<file path="config.mk">
export PLATFORM = sky130hd
export DESIGN_NAME = dec_scan_n_flat
export DESIGN_NICKNAME = d
export VERILOG_FILES = /design/src/rtl/dec_scan_n_if.sv /design/src/rtl/dec_scan_n.sv /design/src/flat_wrapper.sv
export SDC_FILE = /design/constraint.sdc
export NUM_CORES = 1
export LEC_CHECK = 0
export CAP_MARGIN = 20
export CORE_MARGIN = 4
export CORE_UTILIZATION = 35
export CTS_CLUSTER_SIZE = 10
export DETAILED_ROUTE_END_ITERATION = 7
export SETUP_SLACK_MARGIN = 0.5
export SLEW_MARGIN = 20
export SYNTH_ARGS = -nofsm -noshare
export SYNTH_HDL_FRONTEND = slang
export SYNTH_SLANG_ARGS = --single-unit
</file>
<file path="constraint.sdc">
create_clock -name clk -period 1.2 [get_ports clk]
set_input_delay 0.3 -clock clk [delete_from_list [all_inputs] [get_ports clk]]
set_output_delay 0.3 -clock clk [all_outputs]
set_load 0.005 [all_outputs]
</file>
<file path="src/rtl/dec_scan_n_if.sv">
// Handshake / bus bundle for the dec_scan_n line decoder.
//   master : host side  - drives en, mode, w, w_valid; observes w_ready, y, sel, step
//   slave  : decoder    - observes en, mode, w, w_valid; drives w_ready, y, sel, step
// Signals:
//   en       enable; 0 forces all lines inactive
//   mode     0 = DIRECT (host-loaded index), 1 = SCAN (internal stepping)
//   w        select index for DIRECT mode
//   w_valid  w is valid
//   w_ready  decoder can accept w this cycle
//   y        decoded lines (OUTS = 2**N)
//   sel      index currently decoded
//   step     one-cycle pulse when sel/y take a new index
interface dec_scan_n_if #(
  parameter int N = 2
) ();
  localparam int OUTS = 2 ** N;

  logic            en;
  logic            mode;
  logic [N-1:0]    w;
  logic            w_valid;
  logic            w_ready;
  logic [OUTS-1:0] y;
  logic [N-1:0]    sel;
  logic            step;

  modport master (
    output en, mode, w, w_valid,
    input  w_ready, y, sel, step
  );

  modport slave (
    input  en, mode, w, w_valid,
    output w_ready, y, sel, step
  );
endinterface

</file>
<file path="src/rtl/dec_scan_n.sv">
// Registered N-to-2^N one-hot decoder with enable and two modes:
//   DIRECT - the host loads a select index over a valid/ready handshake.
//   SCAN   - an internal counter walks the active line through all outputs,
//            holding each one for DWELL clocks.
// Ports:
//   clk    rising-edge clock
//   rst_n  asynchronous reset, active low
//   bus    dec_scan_n_if.slave (en, mode, w, w_valid in; w_ready, y, sel, step out)
// Parameters:
//   N          select width, output width OUTS = 2**N
//   DWELL      clocks per line in SCAN mode (>= 1)
//   ACTIVE_LOW 1 inverts y (active line = 0)
module dec_scan_n #(
  parameter int N          = 2,
  parameter int DWELL      = 4,
  parameter bit ACTIVE_LOW = 1'b0
) (
  input  logic          clk,
  input  logic          rst_n,
  dec_scan_n_if.slave   bus
);
  localparam int OUTS = 2 ** N;
  localparam int DW   = (DWELL > 1) ? $clog2(DWELL) : 1;
  localparam logic [DW-1:0]   DWELL_LAST = DW'(DWELL - 1);
  // XOR mask applied to active-high one-hot patterns to get the output polarity
  localparam logic [OUTS-1:0] POL_MASK   = {OUTS{ACTIVE_LOW}};

  typedef enum logic [1:0] {
    IDLE   = 2'd0,
    DIRECT = 2'd1,
    SCAN   = 2'd2
  } state_t;

  state_t          state_q;
  logic [N-1:0]    sel_q;
  logic [DW-1:0]   dwell_q;
  logic [OUTS-1:0] y_q;
  logic            step_q;

  // Natural N-bit overflow gives the OUTS-1 -> 0 wrap
  logic [N-1:0]    sel_inc;
  assign sel_inc = sel_q + 1'b1;

  // One-hot decodes of the three indices y can be loaded from
  logic [OUTS-1:0] oh_w;
  logic [OUTS-1:0] oh_sel;
  logic [OUTS-1:0] oh_inc;

  generate
    for (genvar gi = 0; gi < OUTS; gi++) begin : g_dec
      assign oh_w[gi]   = (bus.w   == N'(gi));
      assign oh_sel[gi] = (sel_q   == N'(gi));
      assign oh_inc[gi] = (sel_inc == N'(gi));
    end
  endgenerate

  assign bus.w_ready = bus.en & ~bus.mode;

  always_ff @(posedge clk or negedge rst_n) begin
    if (!rst_n) begin
      state_q <= IDLE;
      sel_q   <= '0;
      dwell_q <= '0;
      y_q     <= POL_MASK;
      step_q  <= 1'b0;
    end else if (!bus.en) begin
      // Disable wins over everything; sel is kept for a later resume
      state_q <= IDLE;
      dwell_q <= '0;
      y_q     <= POL_MASK;
      step_q  <= 1'b0;
    end else if (!bus.mode) begin
      state_q <= DIRECT;
      dwell_q <= '0;
      if (bus.w_valid) begin
        sel_q  <= bus.w;
        y_q    <= oh_w ^ POL_MASK;
        step_q <= 1'b1;
      end else begin
        // No transfer: y and sel hold (inactive if coming from IDLE,
        // last scanned line if coming from SCAN)
        step_q <= 1'b0;
      end
    end else begin
      state_q <= SCAN;
      if (state_q != SCAN) begin
        // Entry edge shows the current index without advancing it and
        // starts a fresh dwell period
        y_q     <= oh_sel ^ POL_MASK;
        dwell_q <= '0;
        step_q  <= 1'b0;
      end else if (dwell_q == DWELL_LAST) begin
        sel_q   <= sel_inc;
        y_q     <= oh_inc ^ POL_MASK;
        dwell_q <= '0;
        step_q  <= 1'b1;
      end else begin
        dwell_q <= dwell_q + 1'b1;
        step_q  <= 1'b0;
      end
    end
  end

  assign bus.y    = y_q;
  assign bus.sel  = sel_q;
  assign bus.step = step_q;
endmodule

</file>
<file path="src/flat_wrapper.sv">
// flat-port wrapper written by rule: the top's interface ports become plain ports
module dec_scan_n_flat 
#(
  parameter int N          = 2,
  parameter int DWELL      = 4,
  parameter bit ACTIVE_LOW = 1'b0
)
  (clk, rst_n, bus_en, bus_mode, bus_w, bus_w_valid, bus_w_ready, bus_y, bus_sel, bus_step);
  dec_scan_n_if #(.N(N)) bus_i ();
  input  logic clk;
  input  logic rst_n;
  input wire logic [$bits(bus_i.en)-1:0] bus_en;
  input wire logic [$bits(bus_i.mode)-1:0] bus_mode;
  input wire logic [$bits(bus_i.w)-1:0] bus_w;
  input wire logic [$bits(bus_i.w_valid)-1:0] bus_w_valid;
  output wire logic [$bits(bus_i.w_ready)-1:0] bus_w_ready;
  output wire logic [$bits(bus_i.y)-1:0] bus_y;
  output wire logic [$bits(bus_i.sel)-1:0] bus_sel;
  output wire logic [$bits(bus_i.step)-1:0] bus_step;
  assign bus_i.en = bus_en;
  assign bus_i.mode = bus_mode;
  assign bus_i.w = bus_w;
  assign bus_i.w_valid = bus_w_valid;
  assign bus_w_ready = bus_i.w_ready;
  assign bus_y = bus_i.y;
  assign bus_sel = bus_i.sel;
  assign bus_step = bus_i.step;
  dec_scan_n #(.N(N), .DWELL(DWELL), .ACTIVE_LOW(ACTIVE_LOW)) u_core (.clk(clk), .rst_n(rst_n), .bus(bus_i));
endmodule
</file>
=== Yosys cells after proc, flatten, opt, wreduce, memory -nomap -nowiden ===
Index checks and enable logic that the tools add are counted.

* Register bits: 11
* Input port bits: 7
* Output and inout bits: 8
* Word-level logic and storage cells: 50

* Add/sub/neg operators: 2
* Equal/unequal tests: 15
* Muxes and demuxes: 20
* Bitwise gates (word level): 2
* Reductions and logical operators: 6

{| class="wikitable"
|+ Operators by type and width
! cell !! count
|-
| 2-bit 2-to-1 mux || 10
|-
| 4-bit 2-to-1 mux || 5
|-
| 2-bit == test (second input constant) || 7
|-
| 2-bit by 1-bit == test with 1-bit output (second input constant) || 3
|-
| 2-bit zero test || 3
|-
| 1-bit 2-to-1 mux || 5
|-
| 2-bit by 1-bit adder with 2-bit output (second input constant) || 2
|-
| 2-bit inequality test (second input constant) || 2
|-
| 4-bit by 2-bit inequality test with 1-bit output (second input constant) || 1
|-
| 4-bit AND reduction || 1
|-
| 3-bit by 1-bit inequality test with 1-bit output (second input constant) || 1
|-
| 2-bit by 1-bit inequality test with 1-bit output (second input constant) || 1
|-
| 2-bit AND reduction || 1
|-
| 2-bit nonzero test || 1
|-
| 1-bit AND || 1
|-
| 1-bit NOT || 1
|}

=== Longest topological paths before layout ===
Gate-level depths: netlist of run 1.

* Depth in word-level cells: 6
* Gate-level depth with buffers: 6
* Depth with buffers taken out: 6

=== Worst setup path before layout of run 1 ===
No wires, ideal clock.

* Kind: flip-flop to flip-flop
* Start point: reg u_core.dwell_q[0]
* End point: reg u_core.y_q[3], in the netlist u_core.bus.y[3]
* Arrival time: 1.236 ns
* Data required time: 1.079 ns
* Path slack: -0.157 ns
* Stages on the path, launching flop included: 6
* Buffers on the path: 0
* Clock period less this slack: 1.357 ns
* Path through: dfrtp_1 -> ha_1 -> and4bb_1 -> o21a_2 -> nor2_1 -> a22o_1

* Word-level cells in the longest chain between the ends: 3

{| class="wikitable"
|+ Ends and longest elaborated chain
! what !! RTL line !! text
|-
| start, declared || dec_scan_n.sv:36 || <nowiki>logic [DW-1:0] dwell_q;</nowiki>
|-
| start signal, assigned || dec_scan_n.sv:98 || <nowiki>dwell_q <= dwell_q + 1'b1;</nowiki>
|-
| 2-bit == test || dec_scan_n.sv:92 || <nowiki>end else if (dwell_q == DWELL_LAST) begin</nowiki>
|-
| 4-bit by 2-bit inequality test with 1-bit output (no line) || - ||
|-
| 2-bit AND reduction (no line) || - ||
|-
| end signal, assigned || dec_scan_n.sv:77 || <nowiki>y_q <= oh_w ^ POL_MASK;</nowiki>
|-
| end signal, assigned || dec_scan_n.sv:89 || <nowiki>y_q <= oh_sel ^ POL_MASK;</nowiki>
|-
| end signal, assigned || dec_scan_n.sv:94 || <nowiki>y_q <= oh_inc ^ POL_MASK;</nowiki>
|-
| end, declared || dec_scan_n.sv:37 || <nowiki>logic [OUTS-1:0] y_q;</nowiki>
|}

Every way passes these cells.
A chain may end at the register's enable or synchronous reset.

=== Final worst setup path of run 1 ===
* Start point: reg u_core.sel_q[0], in the netlist u_core.bus.sel[0]
* End point: out bus_sel[0]

{| class="wikitable"
|+ RTL lines
! what !! RTL line !! text
|-
| start, declared || dec_scan_n.sv:35 || <nowiki>logic [N-1:0] sel_q;</nowiki>
|-
| start signal, assigned || dec_scan_n.sv:76 || <nowiki>sel_q <= bus.w;</nowiki>
|-
| start signal, assigned || dec_scan_n.sv:93 || <nowiki>sel_q <= sel_inc;</nowiki>
|-
| end, declared || flat_wrapper.sv:18 || <nowiki>output wire logic [$bits(bus_i.sel)-1:0] bus_sel;</nowiki>
|}

No word-level cell between the ends.

==> results of run 1 <==
worst register-to-register path: cells and delay by family, from the launching register on:
family | cells | cell delay [ns]
AO/OA/AOI/OAI | 2 | 0.31
adder cells (fa/ha/maj) | 1 | 0.25
buffers and inverters | 2 | 0.17
flip-flops | 1 | 0.38
AND/OR/NAND/NOR | 2 | 0.24
routing by layer:
metal | GRT usage (%) | wire length, um
met3 | 7.23 | 139
met5 | 0 | 0
met2 | 24.7 | 943
met1 | 19.3 | 737
met4 | 5.07 | 71
cell families after synthesis:
logic type,after synthesis,synth area share (%)
AND/OR/NAND/NOR,25,24.0
AO/OA/AOI/OAI,12,13.9
flip-flops,11,45.1
buffers and inverters,5,4.92
multiplexers,3,5.94
adder cells (fa/ha/maj),3,6.15
repair_timing:
item / CTS / global route
setup endpoints to repair: 19 / 18
buffers inserted: 15 / 6
pin swaps: 9 / 8
resized for setup: 64 / 13
cloned: 1 / 0
flip-flops by register name (all words and copies together), names as in the netlist:
name             cells
u_core.bus.y         4
u_core.state_q       2
u_core.bus.sel       2
u_core.bus.step      1
u_core.dwell_q       2
final cells by class:
class,instances,share of cell area (%)
tap,16,1.70
multi-input combinational,43,35.4
inverter,3,1.17
sequential,11,23.4
timing repair buffer,48,36.1
clock buffer,4,2.24
power by group through the flow:
stage,clock [W],combinational [W],sequential [W]
5_1_grt,0.000274,0.000790,0.000459
6_report,0.000251,0.000738,0.000452
3_5_place_dp,0,0.000392,0.000469
4_1_cts,0.000263,0.000612,0.000448
3_3_place_gp,0,0.000390,0.000466
2_1_floorplan,0,0.000189,0.000468
cells in the final DEF, fill, tap and decap left out, types with 2 or more instances in the layout:
| cell | count |
|---|---|
| o211ai_1 | 2 |
| dfrtp_1 | 11 |
| and3_4 | 2 |
| buf_6 | 17 |
| clkbuf_4 | 3 |
| o21ai_1 | 2 |
| nand4b_1 | 2 |
| clkdlybuf4s50_1 | 4 |
| nor2b_4 | 2 |
| nand2_1 | 7 |
| buf_4 | 19 |
| ha_4 | 3 |
| buf_2 | 7 |
| nor2_1 | 2 |
| mux2_4 | 2 |
| nand2b_1 | 2 |
path summary, 6_finish.rpt:
kind	to	slack, ns	depth (start not counted)
min in group asynchronous	u_core.dwell_q[1]$_DFF_PN0_	0.33	2
min reg2reg	u_core.bus.y[2]$_DFFE_PN0P_	0.48	2
max reg2reg	u_core.bus.y[2]$_DFFE_PN0P_	-0.21	7
max in group asynchronous	u_core.bus.sel[1]$_DFFE_PN0P_	0.71	2
max	bus_sel[0]	-0.22	4
min	u_core.state_q[0]$_DFF_PN0_	0.31	3
stage by stage:
step                      hold slack [ns]  worst slack, ns  utilization, %  power (W)  TNS (ns)
after CTS                           0.329           -0.190            67.5    0.00132     -1.03
after global placement              0.478           -0.530            55.2   0.000857     -4.91
final                               0.314           -0.218            74.5    0.00144     -1.28
after global routing                0.318           -0.293            74.5    0.00152     -1.74
after floorplan                   0.00441          -0.0959               -   0.000656    -0.244
after detailed placement            0.476           -0.559            55.2   0.000861     -5.36
==> summary.md, run 1 <==
| Metric | Value |
|---|---|
| Type of the worst min-delay path | `input pin to flop` |
| VDD IR-drop max | `0.900 mV` |
| Placer Congestion | `0.801` |
| Top-count cell post-synth | `dfrtp_1` |
| Setup ws final | `-0.218 ns` |
| Most frequent cells after synthesis | `dfrtp_1 (11), nand2_1 (8), ha_1 (3), inv_1 (3), nand2b_1 (3)` |
| Leakage | `0.592 nW` |
| Area post-placement | `871 sq um` |
| H-tree level count | `1` |
| Final-report hold violation count | `0` |
| Clock slew at reported path FFs | `0.07 ns` |
| Crit-path cells | `buf_6 -> buf_6 -> buf_6 -> buf_6` |
| Comb pwr share | `51.2%` |
| Clock Latency Late Sink | `0.27 ns` |
| Die X | `49.8 um` |
| Violated checks | `negative setup slack` |
| Syn nets | `69` |
| Cts hold-fix bufs | `0` |
| Clock share of power | `17.4%` |
| Fillers | `108` |
| Tightest Pin Transition | `0.331 ns` |
| Worst Path Required | `0.90 ns` |
| Share of cells above drive strength 1 | `60.6%` |
| Minimum clock period | `1.42 ns` |
| Seq/Total Area, Yosys | `45.1%` |
| Number of synthesized flops with an enable pin | `0` |
| ANT cells | `0` |
| Number of global-route vias before repair | `647` |
| CP most frequent cell | `buf_6` |
| Cell count after placement | `99` |
| Synth Instances | `59` |
| Top cell type's share of synthesized area | `45.1%` |
| Core region area | `1580 sq um` |
| Wire length per cell | `15.1 um` |
| Avg Cell Area, Syn | `10.3 sq um` |
| Final setup skew | `0.00354 ns` |
| Residual DRC | `0` |
| MaxCap Viol Count | `0` |
| Die area | `2480 sq um` |
| First-pass GRT wire length | `2.93 mm` |
| Pre-antenna DRT Iters | `4` |
| IO buf count | `14` |
| Synth Register Bits | `11` |
| # rows | `14` |
| Max Slew Vio Count | `0` |
| Worst-case clock buffer depth | `2` |
| Highest Clock Rate | `705 MHz` |
| CP peak stage delay | `0.42 ns` |
| # IOs | `15` |
| Post-synth cell types | `29` |
| Pwr dens | `1230 nW/um^2` |
| Total congestion overflow | `0` |
| CTS Sinks | `11` |
| Switch share | `30.7%` |
| Slew HR | `77.8%` |
| Worst Setup Start Kind | `flop` |
| Slowest-stage cell, CP | `dfrtp_1` |
| Crit path max-delay family | `buffers and inverters` |
| Dominant cells by area after synthesis | `dfrtp_1 (45%), ha_1 (6.1%), nand2_1 (4.9%), nand2b_1 (3.1%), nand4b_1 (2.9%)` |
| Detail Route Antenna Nets | `0` |
| Gr usage total | `15.9%` |
| R2r startpoint | `u_core.bus.sel[1]$_DFFE_PN0P_` |
| Multi-input gate area | `415 sq um` |
| Area Growth Syn to Fin | `92.4%` |
| Setup Viol. Count Final | `8` |
| Detailed Route WL | `1.89 mm` |
| Mapped Area | `611 sq um` |
| Unrepaired setup endpoints after global routing | `yes` |
| Sw Pwr | `0.000443 W` |
| Seq pwr share | `31.4%` |
| Internal power | `0.000999 W` |
| Vias/cell | `5.17` |
| DR iter-0 viols | `5` |
| Crit path from | `u_core.bus.sel[0]$_DFFE_PN0P_` |
| Initial antenna violation count | `0` |
| Crit Path Category | `flop to primary output` |
| Ys flop type | `dfrtp_1` |
| Non-filler cells, final | `125` |
| Ys async rst share | `100%` |
| Storage element area | `275 sq um` |
| YS warnings | `0` |
| Initial Utilization | `38.7%` |
| Crit path max fanout | `3` |
| TritonCTS clock tree | `yes` |
| Final worst path period share | `118%` |
| WP buf/inv | `4` |
| Status | `finished with violations` |
| Nets | `120` |
| CP Data Arrival Time | `1.12 ns` |
| Hold path start | `bus_mode` |
| Largest net degree at the start of global routing | `12` |
| Hpwl dp | `1.03 mm` |
| CTS buffer count | `3` |
| Area leader, netlist | `dfrtp_1` |
| Vias | `646` |
| Final instance area | `1170 sq um` |
| Endpoint class of the critical path | `primary output` |
| Die Ht | `49.8 um` |
| Root buf cell | `clkbuf_4` |
Power figures use the tool's default switching activity.
==> run 2, diff against run 1 <==
- SLEW_MARGIN: 20 -> 40
==> results of run 2 <==
No change in the layout: final DEF, timing and power equal those of run 1.
==> run 3, diff against run 2 <==
- CORE_ASPECT_RATIO: unset -> 0.8
==> run 3 against run 2 <==
  * The run still ends with negative setup slack left
  * Highest routed layer unchanged
  * Clock-buffer cell count did not move
  * Sequential power fell by 2%
  * Non-clock buffer count fell by 13
  * Sequential cell count did not move
  * Worst hold slack got worse by 0.0015 ns
  * Clock skew fell by 0.0019 ns
  * Global-route usage fell by 1.9 points
  * Register-to-register slack improved by 0.07 ns
  * Largest cell class is now multi-input combinational cells
  * Combinational power fell by 26%
  * Cell area fell by 15%
  * Largest power group unchanged
==> summary.md, run 3 (synthesized netlist as in run 1, its figures left out) <==
| Metric | Value |
|---|---|
| R2r startpoint | `u_core.dwell_q[0]$_DFF_PN0_` |
| Multi-input gate area | `368 sq um (-11%)` |
| Vias/cell | `4.66 (-9.8%)` |
| Vias | `550 (-15%)` |
| Area Growth Syn to Fin | `63.3%` |
| ANT cells | `0 (unchanged)` |
| WP buf/inv | `0 (-4)` |
| IO buf count | `14 (unchanged)` |
| Detail Route Antenna Nets | `0 (unchanged)` |
| Slowest-stage cell, CP | `dfrtp_1` |
| MaxCap Viol Count | `0 (unchanged)` |
| Status | `finished with violations` |
| Total congestion overflow | `0 (unchanged)` |
| Commonest non-fill, non-tap cell in the layout | `buf_4` |
| Final-report hold violation count | `0 (unchanged)` |
| CP Data Arrival Time | `1.51 ns (+0.39 ns)` |
| Final setup skew | `0.00159 ns (-0.00195 ns)` |
| Residual DRC | `0 (unchanged)` |
| Clock share of power | `21.0% (+3.6 points)` |
| Hpwl dp | `959 um (-7.2%)` |
| Internal power | `0.000873 W (-13%)` |
| Leakage | `0.499 nW (-16%)` |
| Share of cells above drive strength 1 | `52.1% (-8.5 points)` |
| TritonCTS clock tree | `yes` |
| Type of the worst min-delay path | `input pin to async pin` |
| Die Ht | `45.4 um (-8.9%)` |
| Largest net degree at the start of global routing | `15 (+3)` |
| Crit path from | `u_core.dwell_q[0]$_DFF_PN0_` |
| Dpl ws | `-0.592 ns (-0.0327 ns)` |
| Endpoint class of the critical path | `flop` |
| Die X | `54.7 um (+9.9%)` |
| Core region area | `1640 sq um (+4.2%)` |
| CTS buffer count | `3 (unchanged)` |
| # rows | `13 (-1)` |
| Fillers | `146 (+35%)` |
| Nets | `107 (-11%)` |
| CP peak stage delay | `0.39 ns (-0.03 ns)` |
| Max FFs per register | `4 (unchanged)` |
| Comb pwr share | `43.5% (-7.7 points)` |
| Worst Setup Start Kind | `flop` |
| H-tree level count | `1 (unchanged)` |
| Max Slew Vio Count | `0 (unchanged)` |
| Most frequent cells in the layout | `buf_4 (13), dfrtp_1 (11), buf_2 (9)` |
| Detailed Route WL | `1.40 mm (-26%)` |
| Sw Pwr | `0.000382 W (-14%)` |
| Switch share | `30.4% (-0.31 points)` |
| Die area | `2480 sq um (+0.18%)` |
| Unrepaired setup endpoints after global routing | `yes` |
| Gr usage total | `14.0% (-1.9 points)` |
| Pre-antenna DRT Iters | `3 (-1)` |
| Setup ws final | `-0.139 ns (+0.0786 ns)` |
| Cts hold-fix bufs | `0 (unchanged)` |
| Worst Path Required | `1.37 ns (+0.47 ns)` |
| Crit path max-delay family | `flip-flops` |
| Crit path max fanout | `7 (+4)` |
| Pwr dens | `1260 nW/um^2 (+2.5%)` |
| Minimum clock period | `1.34 ns (-0.0786 ns)` |
| Wire length per cell | `11.8 um (-22%)` |
| Crit Path Category | `flop to flop` |
| Clock slew at reported path FFs | `0.07 ns (about the same)` |
| Reg2Reg Depth | `5 (-2)` |
| VDD IR-drop max | `0.792 mV (-12%)` |
| Highest Clock Rate | `747 MHz (+5.9%)` |
| Slew HR | `81.5% (+3.6 points)` |
| WHS | `0.313 ns (-0.00148 ns)` |
| Setup Viol. Count Final | `7 (-1)` |
| Placer Congestion | `0.768 (-4.2%)` |
| Initial Utilization | `37.2% (-1.6 points)` |
| Number of global-route vias before repair | `547 (-15%)` |
| Clock Latency Late Sink | `0.28 ns (about the same)` |
| Crit-path cells | `ha_2 -> and4bb_1 -> o21a_4 -> nor2_1 -> a22o_1` |
| Seq pwr share | `35.4% (+4.0 points)` |
| Initial antenna violation count | `0 (unchanged)` |
| Root buf cell | `clkbuf_4` |
| Worst-case clock buffer depth | `2 (unchanged)` |
| Tightest Pin Transition | `0.276 ns (-0.0544 ns)` |
| Storage element area | `275 sq um (unchanged)` |
| First-pass GRT wire length | `2.33 mm (-21%)` |
| Worst reg2reg setup slack | `-0.14 ns (+0.07 ns)` |
| Violated checks | `negative setup slack` |
| CTS Sinks | `11 (unchanged)` |
| DR iter-0 viols | `2 (-3)` |
| Final worst path period share | `112% (-6.6 points)` |
| Critical R2R Capture | `u_core.bus.y[3]$_DFFE_PN0P_` |
| # IOs | `15 (unchanged)` |
==> run 3: changes by cell type in the layout (fill, tap and decap cells not counted), sizes merged <==
cell and delta:
clkbuf +1, buf -14
==> run 3: power groups by stage <==
stage	Combinational (W)	Clock, W	Sequential (W)
detailed placement	0.000403	0	0.000461
finish	0.000546	0.000264	0.000445
CTS	0.000519	0.000272	0.000444
floorplan	0.000189	0	0.000468
global route	0.000598	0.000295	0.000450
global placement	0.000402	0	0.000461
==> run 3: through the flow <==
step	cell area, sq um	cells	utilization (%)	TNS [ns]	total power (W)
final	997	118	60.7	-0.741	0.00125
after global routing	997	118	60.7	-1.20	0.00134
after CTS	993	117	60.5	-0.769	0.00123
after detailed placement	863	103	52.6	-4.73	0.000863
after global placement	863	103	52.6	-4.54	0.000863
after floorplan	647	59	-	-0.244	0.000656
==> run 3: repair_timing <==
item / CTS / global route
setup buffers: 10 / 1
pin swaps: 6 / 8
resized for setup: 49 / 6
setup endpoints to repair: 19 / 17
==> run 3: worst max-delay path by stage <==
stage                     slack, ns                             to  depth (start not counted)
after floorplan                -0.1  u_core.bus.sel[1]$_DFFE_PN0P_                          4
after global placement        -0.56    u_core.bus.y[3]$_DFFE_PN0P_                          5
after detailed placement      -0.59    u_core.bus.y[3]$_DFFE_PN0P_                          6
after CTS                     -0.16    u_core.bus.y[3]$_DFFE_PN0P_                          6
after global routing          -0.23    u_core.bus.y[3]$_DFFE_PN0P_                          6
final                         -0.14    u_core.bus.y[3]$_DFFE_PN0P_                          5
==> run 3: layer usage <==
layer,part of all wire (%),vias up,track usage (%)
li1,-,285,-
met1,45,250,16.7
met2,47,12,22.4
met3,6.7,3,6.93
met4,1.0,0,2.99
met5,0,-,0
==> run 3: area by class of cell <==
cell class              instances  share of cell area (%)
inverters                       3                    1.38
multi-input cells              43                    36.9
flip-flops and latches         11                    27.6
repair buffers                 35                    28.7
clock buffers                   4                    2.63
well taps                      22                    2.76
